--- src/rtl/imem_fetch_ctrl_pkg.sv ---
// Shared definitions for the instruction-memory fetch controller.
package imem_fetch_ctrl_pkg;

  typedef enum logic [1:0] {
    StIdle = 2'd0,
    StWait = 2'd1,
    StResp = 2'd2
  } fetch_state_e;

  localparam logic [15:0] NopInstr = 16'h0000;

  // Byte address -> 16-bit word index.
  localparam int unsigned ByteShift = 1;

endpackage

--- src/rtl/imem_array.sv ---
// DEPTH x DATA_W instruction storage: async clear to NOP, synchronous write, registered read.
module imem_array
  import imem_fetch_ctrl_pkg::*;
#(
  parameter int unsigned DATA_W = 16,
  parameter int unsigned DEPTH  = 32,
  parameter int unsigned AW     = 5
) (
  input  logic              clk,
  input  logic              reset,
  input  logic              wr_en,
  input  logic [AW-1:0]     wr_addr,
  input  logic [DATA_W-1:0] wr_data,
  input  logic              rd_en,
  input  logic              rd_clr,
  input  logic [AW-1:0]     rd_addr,
  output logic [DATA_W-1:0] rd_data
);

  logic [DATA_W-1:0] mem_q [DEPTH];
  logic [DATA_W-1:0] rd_data_q;

  always_ff @(posedge clk or negedge reset) begin
    if (!reset) begin
      for (int i = 0; i < int'(DEPTH); i++) begin
        mem_q[i] <= DATA_W'(NopInstr);
      end
    end else if (wr_en) begin
      mem_q[wr_addr] <= wr_data;
    end
  end

  // Read samples pre-edge contents, so a same-edge write is not visible.
  always_ff @(posedge clk or negedge reset) begin
    if (!reset) begin
      rd_data_q <= DATA_W'(NopInstr);
    end else if (rd_en) begin
      rd_data_q <= rd_clr ? DATA_W'(NopInstr) : mem_q[rd_addr];
    end
  end

  assign rd_data = rd_data_q;

endmodule

--- src/rtl/imem_fetch_ctrl.sv ---
// Instruction memory with req/valid fetch handshake, programmable wait states and a load port.
// Optional macro IMEM_BOUNDS_CHECK_EN: out-of-range fetches return NOP with fetch_err.
module imem_fetch_ctrl
  import imem_fetch_ctrl_pkg::*;
#(
  parameter int unsigned DATA_W      = 16,
  parameter int unsigned DEPTH       = 32,
  parameter int unsigned ADDR_W      = 16,
  parameter int unsigned WAIT_STATES = 1
) (
  input  logic              clk,
  input  logic              reset,
  input  logic              fetch_req,
  input  logic [ADDR_W-1:0] fetch_addr,
  output logic              fetch_ready,
  output logic              instr_valid,
  output logic [DATA_W-1:0] instr_data,
`ifdef IMEM_BOUNDS_CHECK_EN
  output logic              fetch_err,
`endif
  input  logic              load_en,
  input  logic [ADDR_W-1:0] load_addr,
  input  logic [DATA_W-1:0] load_data
);

  localparam int unsigned IdxW = ADDR_W - ByteShift;
  localparam int unsigned AW   = (DEPTH > 1) ? $clog2(DEPTH) : 1;

  fetch_state_e    state_q, state_d;
  logic [3:0]      cnt_q, cnt_d;
  logic [IdxW-1:0] idx_q, idx_d;
  logic [IdxW-1:0] req_idx, rd_idx, wr_idx;
  logic [AW-1:0]   rd_word, wr_word;
  logic            rd_en, rd_clr, wr_ok;

  assign req_idx = fetch_addr[ADDR_W-1:ByteShift];

  always_comb begin
    state_d     = state_q;
    cnt_d       = cnt_q;
    idx_d       = idx_q;
    fetch_ready = 1'b0;
    instr_valid = 1'b0;
    rd_en       = 1'b0;
    rd_idx      = idx_q;
    unique case (state_q)
      StIdle: begin
        fetch_ready = 1'b1;
        // Zero wait states read on the accept edge, before idx_q holds the index.
        rd_idx      = req_idx;
        if (fetch_req) begin
          idx_d = req_idx;
          if (WAIT_STATES == 0) begin
            state_d = StResp;
            rd_en   = 1'b1;
          end else begin
            state_d = StWait;
            cnt_d   = 4'(WAIT_STATES - 1);
          end
        end
      end
      StWait: begin
        if (cnt_q == 4'd0) begin
          state_d = StResp;
          rd_en   = 1'b1;
        end else begin
          cnt_d = cnt_q - 4'd1;
        end
      end
      StResp: begin
        instr_valid = 1'b1;
        state_d     = StIdle;
      end
      default: state_d = StIdle;
    endcase
  end

  always_ff @(posedge clk or negedge reset) begin
    if (!reset) begin
      state_q <= StIdle;
      cnt_q   <= 4'd0;
      idx_q   <= '0;
    end else begin
      state_q <= state_d;
      cnt_q   <= cnt_d;
      idx_q   <= idx_d;
    end
  end

  assign rd_word = AW'(32'(rd_idx) % DEPTH);
  assign wr_idx  = load_addr[ADDR_W-1:ByteShift];
  assign wr_ok   = load_en && (32'(wr_idx) < DEPTH);
  assign wr_word = AW'(wr_idx);

`ifdef IMEM_BOUNDS_CHECK_EN
  logic fetch_err_q;

  assign rd_clr = 32'(rd_idx) >= DEPTH;

  always_ff @(posedge clk or negedge reset) begin
    if (!reset) begin
      fetch_err_q <= 1'b0;
    end else if (rd_en) begin
      fetch_err_q <= rd_clr;
    end
  end

  assign fetch_err = fetch_err_q;
`else
  assign rd_clr = 1'b0;
`endif

  imem_array #(
    .DATA_W(DATA_W),
    .DEPTH (DEPTH),
    .AW    (AW)
  ) u_array (
    .clk    (clk),
    .reset  (reset),
    .wr_en  (wr_ok),
    .wr_addr(wr_word),
    .wr_data(load_data),
    .rd_en  (rd_en),
    .rd_clr (rd_clr),
    .rd_addr(rd_word),
    .rd_data(instr_data)
  );

  logic unused_addr_bits;
  assign unused_addr_bits = ^{fetch_addr[ByteShift-1:0], load_addr[ByteShift-1:0]};

endmodule

--- config.mk ---
export PLATFORM = sky130hd
export DESIGN_NAME = imem_fetch_ctrl
export DESIGN_NICKNAME = d
export VERILOG_FILES = /design/src/rtl/imem_fetch_ctrl_pkg.sv /design/src/rtl/imem_array.sv /design/src/rtl/imem_fetch_ctrl.sv
export SDC_FILE = /design/constraint.sdc
export NUM_CORES = 1
export LEC_CHECK = 0
export ABC_AREA = 1
export CAP_MARGIN = 5
export CORE_UTILIZATION = 30
export DETAILED_ROUTE_END_ITERATION = 7
export SETUP_SLACK_MARGIN = 0.4
export SLEW_MARGIN = 20
export SYNTH_ARGS = -nofsm -noshare
export SYNTH_HDL_FRONTEND = slang
export SYNTH_SLANG_ARGS = --single-unit
export TNS_END_PERCENT = 5
--- constraint.sdc ---
create_clock -name clk -period 2.31 [get_ports clk]
set_input_delay 0.3465 -clock clk [delete_from_list [all_inputs] [get_ports clk]]
set_output_delay 0.3465 -clock clk [all_outputs]
set_load 0.01 [all_outputs]
# Yosys cells after proc, flatten, opt, wreduce, memory -nomap -nowiden
# Index checks and enable logic that the tools add are counted.
dict set report op_classes {
  addsub 1
  order_cmp 4
  n_eq_ne 5
  mux 17
  bitwise 2
  n_reduce_logical 8
}
# cell count
set op_table {}
lappend op_table {{$bwmux W512} 1}
lappend op_table {{$bmux W16 S5} 1}
lappend op_table {{$demux W16 S5} 1}
lappend op_table {{$mux W16} 3}
lappend op_table {{$lt A15 B6 Y1 const B} 1}
lappend op_table {{$ge A6 B6 Y1 const B} 2}
lappend op_table {{$not A5 Y6} 2}
lappend op_table {{$mux W4} 2}
lappend op_table {{$pmux W4 S2} 1}
lappend op_table {{$lt A6 B1 Y1 const B} 1}
lappend op_table {{$ne A2 B2 Y1 const B} 3}
lappend op_table {{$mux W5} 1}
lappend op_table {{$logic_not A4 Y1} 1}
lappend op_table {{$mux W1} 4}
lappend op_table {{$mux W2} 2}
lappend op_table {{$pmux W2 S2} 1}
lappend op_table {{$reduce_and A2 Y1} 2}
lappend op_table {{$sub A4 B1 Y4 const B} 1}
lappend op_table {{$reduce_and A3 Y1} 1}
lappend op_table {{$eq A2 B1 Y1 const B} 1}
lappend op_table {{$eq A2 B2 Y1 const B} 1}
lappend op_table {{$logic_and A1 B1 Y1} 2}
lappend op_table {{$logic_not A2 Y1} 1}
lappend op_table {{$reduce_bool A2 Y1} 1}
dict set report totals {
  register_bits 539
  input_bits 52
  out_inout_bits 18
}

# Logic depth before layout (Yosys ltp)
# Gate-level depths: netlist (run 1).
dict set report logic_depth {
  word_depth 6
  mapped_depth 14
  ltp_nobuf 12
}

# Cells and area by module
# A second synthesis (run 1) with hierarchy kept.
dict set report hier_totals {
  cells_unflattened 3069
  area_unflattened_um2 24521.0
}
# mod n_inst cells_per_inst area_per_inst_um2
set modules_own_cells {}
lappend modules_own_cells {imem_array 1 2987 23896.7}
lappend modules_own_cells {imem_fetch_ctrl 1 82 624.3}

# Least setup slack after synthesis (run 1)
# No wires, ideal clock.
dict set report synth_path {
  path_kind {input to register}
  startpoint {in load_addr[15]}
  endpoint {reg u_array.mem_q[72] (netlist name)}
  setup_time_ps 133
  t_arrival_ps 1639
  required_time_ps 2177
  path_slack_ps 538
  stages 8
  path_buffers 2
  cell_sequence {nor4_1 nand3_1 nor4_4 clkbuf_8 nand2_4 buf_2 nand2_1 o21ai_0}
}
dict set report synth_between {
  elab_chain_cells 2
}
# item line_no
set synth_lines {}
lappend synth_lines {{from (decl)} imem_fetch_ctrl.sv:22} ;# input logic [ADDR_W-1:0] load_addr,
lappend synth_lines {{$lt A15 B6 Y1} imem_fetch_ctrl.sv:92} ;# assign wr_ok = load_en && (32'(wr_idx) < DEPTH);
lappend synth_lines {{$logic_and A1 B1 Y1} imem_fetch_ctrl.sv:92}
lappend synth_lines {{to (signal, indexed assignment)} imem_array.sv:26} ;# mem_q[i] <= DATA_W'(NopInstr);
lappend synth_lines {{to (signal, indexed assignment)} imem_array.sv:29} ;# mem_q[wr_addr] <= wr_data;
lappend synth_lines {{to (decl)} imem_array.sv:20} ;# logic [DATA_W-1:0] mem_q [DEPTH];
# Every way passes these cells.
# A chain may end at the register's enable or synchronous reset.

# Final worst setup path (run 1)
dict set report layout_path {
  startpoint {reg state_q[0]}
  endpoint {reg u_array.rd_data_q[4] (netlist: u_array.rd_data[4])}
}
dict set report layout_between {
  elab_chain_cells 6
  elab_cells_between_ends 8
  classes_between {eq/ne (1); mux (5); bitwise (1); reduce/logical (1)}
}
# item line_no
set layout_lines {}
lappend layout_lines {{from (decl)} imem_fetch_ctrl.sv:29} ;# fetch_state_e state_q, state_d;
lappend layout_lines {{from (signal assigned)} imem_fetch_ctrl.sv:80} ;# state_q <= StIdle;
lappend layout_lines {{from (signal assigned)} imem_fetch_ctrl.sv:84} ;# state_q <= state_d;
lappend layout_lines {{$logic_not A2 Y1} imem_fetch_ctrl.sv:46} ;# unique case (state_q)
lappend layout_lines {{$mux W5} imem_fetch_ctrl.sv:46}
lappend layout_lines {{$not A5 Y6 (not written as such)} imem_array.sv:38} ;# rd_data_q <= rd_clr ? DATA_W'(NopInstr) : mem_q[rd_addr];
lappend layout_lines {{$bmux W16 S5} imem_array.sv:38}
lappend layout_lines {{$mux W16 (not written as such) (2 in a row)} imem_array.sv:38}
lappend layout_lines {{to (signal assigned)} imem_array.sv:36} ;# rd_data_q <= DATA_W'(NopInstr);
lappend layout_lines {{to (signal assigned)} imem_array.sv:38}
lappend layout_lines {{to (decl)} imem_array.sv:21} ;# logic [DATA_W-1:0] rd_data_q;
# Several ways; a longest one is shown, not always the timed one. The select of a mux whose other input is x is not followed.

==> results of run 1 <==
worst max path at each step:
stage	startpoint	to	slack, ns	depth (start not counted)
3_3_place_gp	fetch_addr[1]	u_array.rd_data[10]$_DFFE_PN0P_	-0.12	12
3_5_place_dp	fetch_addr[1]	u_array.rd_data[10]$_DFFE_PN0P_	-0.13	12
5_1_grt	state_q[0]$_DFFE_PN0P_	u_array.rd_data[4]$_DFFE_PN0P_	0.13	15
4_1_cts	state_q[1]$_DFFE_PN0P_	u_array.rd_data[9]$_DFFE_PN0P_	0.16	11
6_report	state_q[0]$_DFFE_PN0P_	u_array.rd_data[4]$_DFFE_PN0P_	0.19	15
2_1_floorplan	load_addr[15]	u_array.mem_q[72]$_DFFE_PN0P_	0.54	8
synthesized netlist by cell type:
library cell and instances:
a21oi_1 4, buf_1 13, buf_2 123, buf_4 1, clkbuf_1 125, clkbuf_8 3
dfrtp_1 539, ha_1 2, inv_1 512, inv_2 1, nand2_1 1020, nand2_4 30
nand3_1 586, nand3b_1 1, nor2_1 43, nor3_2 1, nor4_1 1, nor4_4 1
o21ai_0 516, o21ai_1 7
state kept, by name (all words and copies together), names as in the netlist:
name and flops:
cnt_q 4, u_array.mem_q 512, idx_q 5, u_array.rd_data 16
state_q 2
power by group:
group	internal [mW]	switching, mW	leakage, nW
sequential	9.69	0.175	7.49
clock	5.20	3.82	0.894
combinational	10.0	13.7	7.30
total	24.9	17.7	15.7
final cells by class:
| type | count | area [um^2] | share of cell area [%] |
|---|---|---|---|
| Clock buffer | 90 | 1730 | 5.18 |
| Clock inverter | 9 | 73.8 | 0.221 |
| Inverter | 513 | 1940 | 5.78 |
| Multi-Input combinational cell | 2212 | 10600 | 31.6 |
| Sequential cell | 539 | 13500 | 40.3 |
| Tap cell | 1155 | 1450 | 4.32 |
| Timing Repair Buffer | 327 | 4230 | 12.6 |
cells in the final DEF, fill, tap and decap left out, types with 4 or more instances in the layout:
cell / instances
nand2_4: 35
buf_12: 90
clkbuf_8: 14
buf_6: 15
nand3_1: 505
clkbuf_16: 77
nand2_1: 1007
buf_8: 5
nand2_2: 5
dfrtp_1: 539
inv_1: 511
o21ai_4: 4
nand3_2: 76
nor2_1: 42
clkinv_2: 7
clkbuf_1: 17
nand3_4: 5
clkdlybuf4s50_1: 54
o21ai_0: 513
o21ai_1: 5
buf_4: 137
a21oi_1: 4
buf_16: 5
repair_timing:
item,CTS,global route
endpoints found under the hold margin,56,0
cloned,3,18
buffers inserted,7,44
hold buffers,1,0
setup endpoints to repair,24,86
gates resized for setup,18,129
pin swaps,1,37
logic make-up after synthesis:
| group | count (synthesis) | share of synthesized area, % |
|---|---|---|
| DFF | 539 | 50.8 |
| adders and majority gates | 2 | 0.0942 |
| and+or+nand+nor | 1683 | 27.5 |
| buffers and inverters | 778 | 11.7 |
| AOI/OAI and AO/OA | 527 | 9.93 |
layer usage:
metal	vias up	share of wire, %
met4	0	2.5
met5	-	0
met2	618	46
met1	11200	46
li1	11300	-
met3	124	5.7
worst reg2reg max path: stages (launching register included):
cell and delay (ns):
dfrtp_1 0.40, nor2_2 0.17, buf_6 0.17, nand2_4 0.08, nand2_8 0.13, buf_12 0.19
buf_12 0.16, clkbuf_16 0.15, nand2_1 0.05, nand2_1 0.06, nand2_1 0.06, nand3_2 0.07
nand3_1 0.09, nand3_2 0.10, nand3_2 0.08, nand2_1 0.09
through the flow:
step | hold WS [ns] | total power, mW | setup WS (ns) | TNS, ns
2_1_floorplan | 0.0509 | 19.8 | 0.538 | 0
3_3_place_gp | 0.291 | 28.1 | -0.119 | -6.28
3_5_place_dp | 0.290 | 28.1 | -0.129 | -8.54
4_1_cts | 0.253 | 38.1 | 0.161 | 0
5_1_grt | 0.279 | 44.7 | 0.134 | 0
6_report | 0.260 | 42.6 | 0.193 | 0
==> summary.txt, run 1 <==
Place
  • RD Place Congestion: 0.842
  • DP Cell Count: 4,673
  • Area of placed instances: 0.0299 mm^2
  • PortBufs: 57
  • Final HPWL DP: 49,800 um

Clocking
  • H-tree depth: 2
  • TritonCTS buffer count: 58
  • Clk pin slew, worst setup/hold paths: 0.06 ns
  • Root Buffer: clkbuf_16
  • Clk sinks: 539
  • Clock Tree Buf Depth: 3
  • CTS tree: yes
  • Clk_lat worst skew: 0.62 ns

Run status
  • Status: finished clean

Run
  • Max-cap viol count: 0

Global routing
  • Number of global-route vias before repair: 21,700
  • First-pass GRT wire length: 127,000 um
  • Total grt overflow: 0
  • Met3 Usage GRT: 2.52%
  • Total track usage: 17.9%
  • Most used routing layer: met2
  • Met1 Track Usage GR: 25.0%
  • Largest net degree at the start of global routing: 77
  • Initial antenna violation count: 1
  • M2 GR Usage: 28.6%

Yosys
  • Syn nets: 3,583
  • Synth warn: 0
  • Mapped cell area: 0.0266 mm^2
  • Post-synth cell types: 20
  • Synth top area share: 50.8%
  • Sequential-to-total area share from yosys stat: 50.8%
  • Syn Inst Count: 3,529
  • Synthesis-stage register bit count: 539
  • Top cells by area in the synthesized netlist: dfrtp_1 51%, nand2_1 14%, nand3_1 11%
  • Mean Syn Cell Area: 7.53 um^2
  • Leading area contributor after synthesis: dfrtp_1

Worst setup path
  • CP Capture Type: register
  • CP Class: reg -> reg
  • Worst R2R End: u_array.rd_data[4]$_DFFE_PN0P_
  • Delay of the slowest critical-path stage: 0.40 ns
  • R2r setup slk: 0.19 ns
  • Critical Path Most Common Cell: nand2_1
  • Startpoint Class: register
  • CP required: 2.86 ns
  • Worst Path Buf+Inv: 4
  • CP max stage cell: dfrtp_1
  • Worst R2R Path Depth: 15
  • Crit path DAT: 2.67 ns
  • Reg2reg start: state_q[0]$_DFFE_PN0P_
  • Critical path peak fanout: 8
  • Cell family with most CP delay: simple AND/OR/NAND/NOR gates
  • Crit-path cells: nor2_2 > buf_6 > nand2_4 > nand2_8 > buf_12 > buf_12 > clkbuf_16 > nand2_1 > nand2_1 > nand2_1 > nand3_2 > nand3_1 > nand3_2 > nand3_2 > nand2_1

Pwr
  • Max VDD drop: 0.802 mV
  • Pwr Density: 1270 mW/mm^2
  • Leakage: 15.7 nW

Route
  • DRT Wirelength: 84,900 um
  • Via-to-Cell Ratio: 4.79
  • DR pass1 iterations: 6
  • DR WL/cell: 17.5 um
  • Drt first-iter violations: 2,284
  • Antenna-violating nets left: 0
  • DR DRC count: 0
  • Vias: 23,200

Floorplanning
  • Die area: 0.0897 mm^2
  • Die height: 300 um
  • Die Wd: 300 um
  • Row cnt: 108
  • Initial core utilization: 30.4%
  • Ports: 70
  • Core area: 0.0873 mm^2

Final layout
  • Diodes inserted: 0
  • Final #Nets: 3,705
  • FILL cells: 8,943
  • Layout cells sized above 1: 13.2%
  • Area Growth Syn to Fin: 26.0%
  • Finished Layout Cells: 4,845
  • Post-route cell area: 0.0335 mm^2
  • Post-layout util: 38.3%

STA
  • Fin crit share: 91.6%
  • Pins Over Slew Limit: 0
  • Highest clock rate: 0.472 GHz
  • Final setup viols: 0
  • Worst Tran Pin Value: 0.926 ns
  • Final setup skew: 0.00828 ns
  • RSZ-0062 raised after global routing: true
  • Min Clock Period, post-route: 2.12 ns
  • Final Hold Fails: 0
  • Max-slew headroom: 38.2%

Min path
  • Class of the worst hold path: in -> async
Note: power is estimated with default switching activity, not from simulation.
==> run 2, diff against run 1 <==
--- a/config.mk
+++ b/config.mk
@@ -10,7 +10,8 @@
 export CORE_UTILIZATION = 30
 export DETAILED_ROUTE_END_ITERATION = 7
 export SETUP_SLACK_MARGIN = 0.4
-export SLEW_MARGIN = 20
+export SKIP_CTS_REPAIR_TIMING = 1
+export SLEW_MARGIN = 10
 export SYNTH_ARGS = -nofsm -noshare
 export SYNTH_HDL_FRONTEND = slang
 export SYNTH_SLANG_ARGS = --single-unit
==> run 2 against run 1 <==
Net effect: first-iteration DRC count is 0.61% lower; sequential share of layout area grew 0.73 points; combinational power fell by 8%; global-route usage is 0.19 points lower; via count shrank 0.91%; clock power about the same; clock skew increased by 0.0023 ns; critical path depth down 1; fmax down 2.6%.
==> summary.txt, run 2 (synthesized netlist as in run 1, its figures left out) <==
Final layout
  • Max reg flops: 512 (unchanged)
  • Post-layout util: 37.7% (-0.68 points)
  • Most common cell after layout, fill and taps aside: nand2_1
  • FF+latch area: 0.0135 mm^2 (unchanged)
  • Diodes inserted: 0 (unchanged)
  • Largest Register: u_array.mem_q
  • Area Growth Syn to Fin: 23.7%
  • FILL cells: 9,017 (+0.83%)
  • Final #Nets: 3,688 (-0.46%)
  • Area of the multi-input gates: 0.0102 mm^2 (-3.1%)
  • Layout cells sized above 1: 11.2% (-2.0 points)
  • Most frequent cells in the layout: 1,012 x nand2_1, 557 x nand3_1, 539 x dfrtp_1, 513 x o21ai_0, 512 x inv_1

Worst setup path
  • Crit path DAT: 2.67 ns (about the same)
  • CP Capture Type: register
  • R2r setup slk: 0.14 ns (-0.06 ns)
  • CP max stage cell: dfrtp_1
  • Crit-path cells: nor2_2 > buf_6 > nand2_4 > nand2_8 > buf_12 > buf_12 > buf_4 > nand2_1 > nand3_1 > nand3_1 > nand3_1 > nand3_1 > nand3_1 > nand2_1
  • Critical path peak fanout: 8 (unchanged)
  • CP Class: reg -> reg
  • CP required: 2.81 ns (-0.05 ns)
  • Critical Path Most Common Cell: nand3_1
  • Startpoint Class: register
  • Reg2reg start: state_q[1]$_DFFE_PN0P_
  • Worst R2R End: u_array.rd_data[13]$_DFFE_PN0P_
  • Delay of the slowest critical-path stage: 0.42 ns (+0.02 ns)
  • Worst R2R Path Depth: 14 (-1)

Run
  • Max-cap viol count: 0 (unchanged)

Global routing
  • Total grt overflow: 0 (unchanged)
  • Largest net degree at the start of global routing: 77 (unchanged)
  • First-pass GRT wire length: 126,000 um (-0.87%)
  • Initial antenna violation count: 0 (-1)
  • Total track usage: 17.7% (-0.19 points)
  • Number of global-route vias before repair: 21,500 (-0.66%)

Route
  • Vias: 23,000 (-0.91%)
  • Drt first-iter violations: 2,270 (-0.61%)
  • DR WL/cell: 17.2 um (-1.8%)
  • DRT Wirelength: 83,100 um (-2.2%)
  • Via-to-Cell Ratio: 4.76 (-0.56%)
  • DR pass1 iterations: 5 (-1)
  • DR DRC count: 0 (unchanged)
  • Antenna-violating nets left: 0 (unchanged)

Clocking
  • CTS tree: yes
  • Clk pin slew, worst setup/hold paths: 0.06 ns (about the same)
  • Clk sinks: 539 (unchanged)
  • Clock Tree Buf Depth: 3 (unchanged)
  • Root Buffer: clkbuf_16
  • Clk_lat worst skew: 0.62 ns (about the same)
  • H-tree depth: 2 (unchanged)
  • TritonCTS buffer count: 58 (unchanged)

STA
  • Final setup viols: 0 (unchanged)
  • Worst Tran Pin Value: 0.915 ns (-0.0111 ns)
  • Final Hold Fails: 0 (unchanged)
  • RSZ-0062 raised after global routing: true
  • Pins Over Slew Limit: 0 (unchanged)
  • Min Clock Period, post-route: 2.17 ns (+0.0558 ns)
  • Final setup skew: 0.0106 ns (+0.00227 ns)
  • Highest clock rate: 0.460 GHz (-2.6%)
  • Max-slew headroom: 38.9% (+0.74 points)
  • Fin crit share: 94.1% (+2.4 points)

Pwr
  • Overall power: 40.8 mW (-4.3%)
  • Max VDD drop: 0.953 mV (+19%)
  • Leakage: 15.4 nW (-1.5%)
  • Pwr Density: 1240 mW/mm^2 (-2.6%)

Floorplanning
  • Die height: 300 um (unchanged)
  • Ports: 70 (unchanged)
  • Die area: 0.0897 mm^2 (unchanged)
  • Initial core utilization: 30.4% (unchanged)
  • Row cnt: 108 (unchanged)
  • Die Wd: 300 um (unchanged)
  • Core area: 0.0873 mm^2 (unchanged)

Place
  • RD Place Congestion: 0.842 (unchanged)
  • Final HPWL DP: 49,800 um (unchanged)
  • PortBufs: 57 (unchanged)

Min path
  • Class of the worst hold path: in -> async

Run status
  • Status: finished clean
[run 2: metrics by stage]
| step | hold WS (ns) | setup TNS [ns] | setup slack (ns) | cells | instance area, um^2 |
|---|---|---|---|---|---|
| global route | 0.279 | 0 | 0.0600 | 4828 | 32900 |
| CTS | -0.373 | -0.0142 | -0.0142 | 4772 | 31700 |
| finish | 0.263 | 0 | 0.137 | 4828 | 32900 |
| global placement | 0.291 | -6.28 | -0.119 | 4673 | 29900 |
| detailed placement | 0.290 | -8.54 | -0.129 | 4673 | 29900 |
| floorplan | 0.0509 | 0 | 0.538 | 3529 | 26600 |
[run 2: critical path: cells and delay by family, from the launching register on]
kind,cells,cell delay [ns]
AND/OR/NAND/NOR,10,1.05
flip-flops,1,0.42
buffers and inverters,4,0.56
[run 2: report_power, final]
part	switching (mW)	internal, mW	leakage (nW)	total [mW]
Combinational	12.8	9.11	7.06	21.9
Sequential	0.171	9.69	7.49	9.86
Clock	3.82	5.20	0.894	9.03
Total	16.8	24.0	15.4	40.8
[run 2: area by class of cell]
cell class / instances / share of cell area [%]
flip-flops and latches: 539 / 41.0
multi-input cells: 2212 / 31.1
repair buffers: 310 / 12.1
inverters: 513 / 5.87
clock buffers: 90 / 5.27
well taps: 1155 / 4.40
clock inverters: 9 / 0.225
[run 2: worst max path at each step]
stage | start | to | slack (ns) | cells after the start
6_report | state_q[1]$_DFFE_PN0P_ | u_array.rd_data[13]$_DFFE_PN0P_ | 0.14 | 14
5_1_grt | state_q[1]$_DFFE_PN0P_ | u_array.rd_data[13]$_DFFE_PN0P_ | 0.06 | 15
4_1_cts | state_q[1]$_DFFE_PN0P_ | fetch_ready | -0.01 | 3
3_5_place_dp | fetch_addr[1] | u_array.rd_data[10]$_DFFE_PN0P_ | -0.13 | 12
3_3_place_gp | fetch_addr[1] | u_array.rd_data[10]$_DFFE_PN0P_ | -0.12 | 12
2_1_floorplan | load_addr[15] | u_array.mem_q[72]$_DFFE_PN0P_ | 0.54 | 8
[run 2: metal layers]
layer  global-route usage [%]  part of all wire (%)  up-vias
met3                     2.44                   6.0      118
li1                         -                     -    11300
met1                     24.8                    46    10900
met4                     5.24                   2.5        0
met2                     28.4                    46      704
met5                        0                     0        -
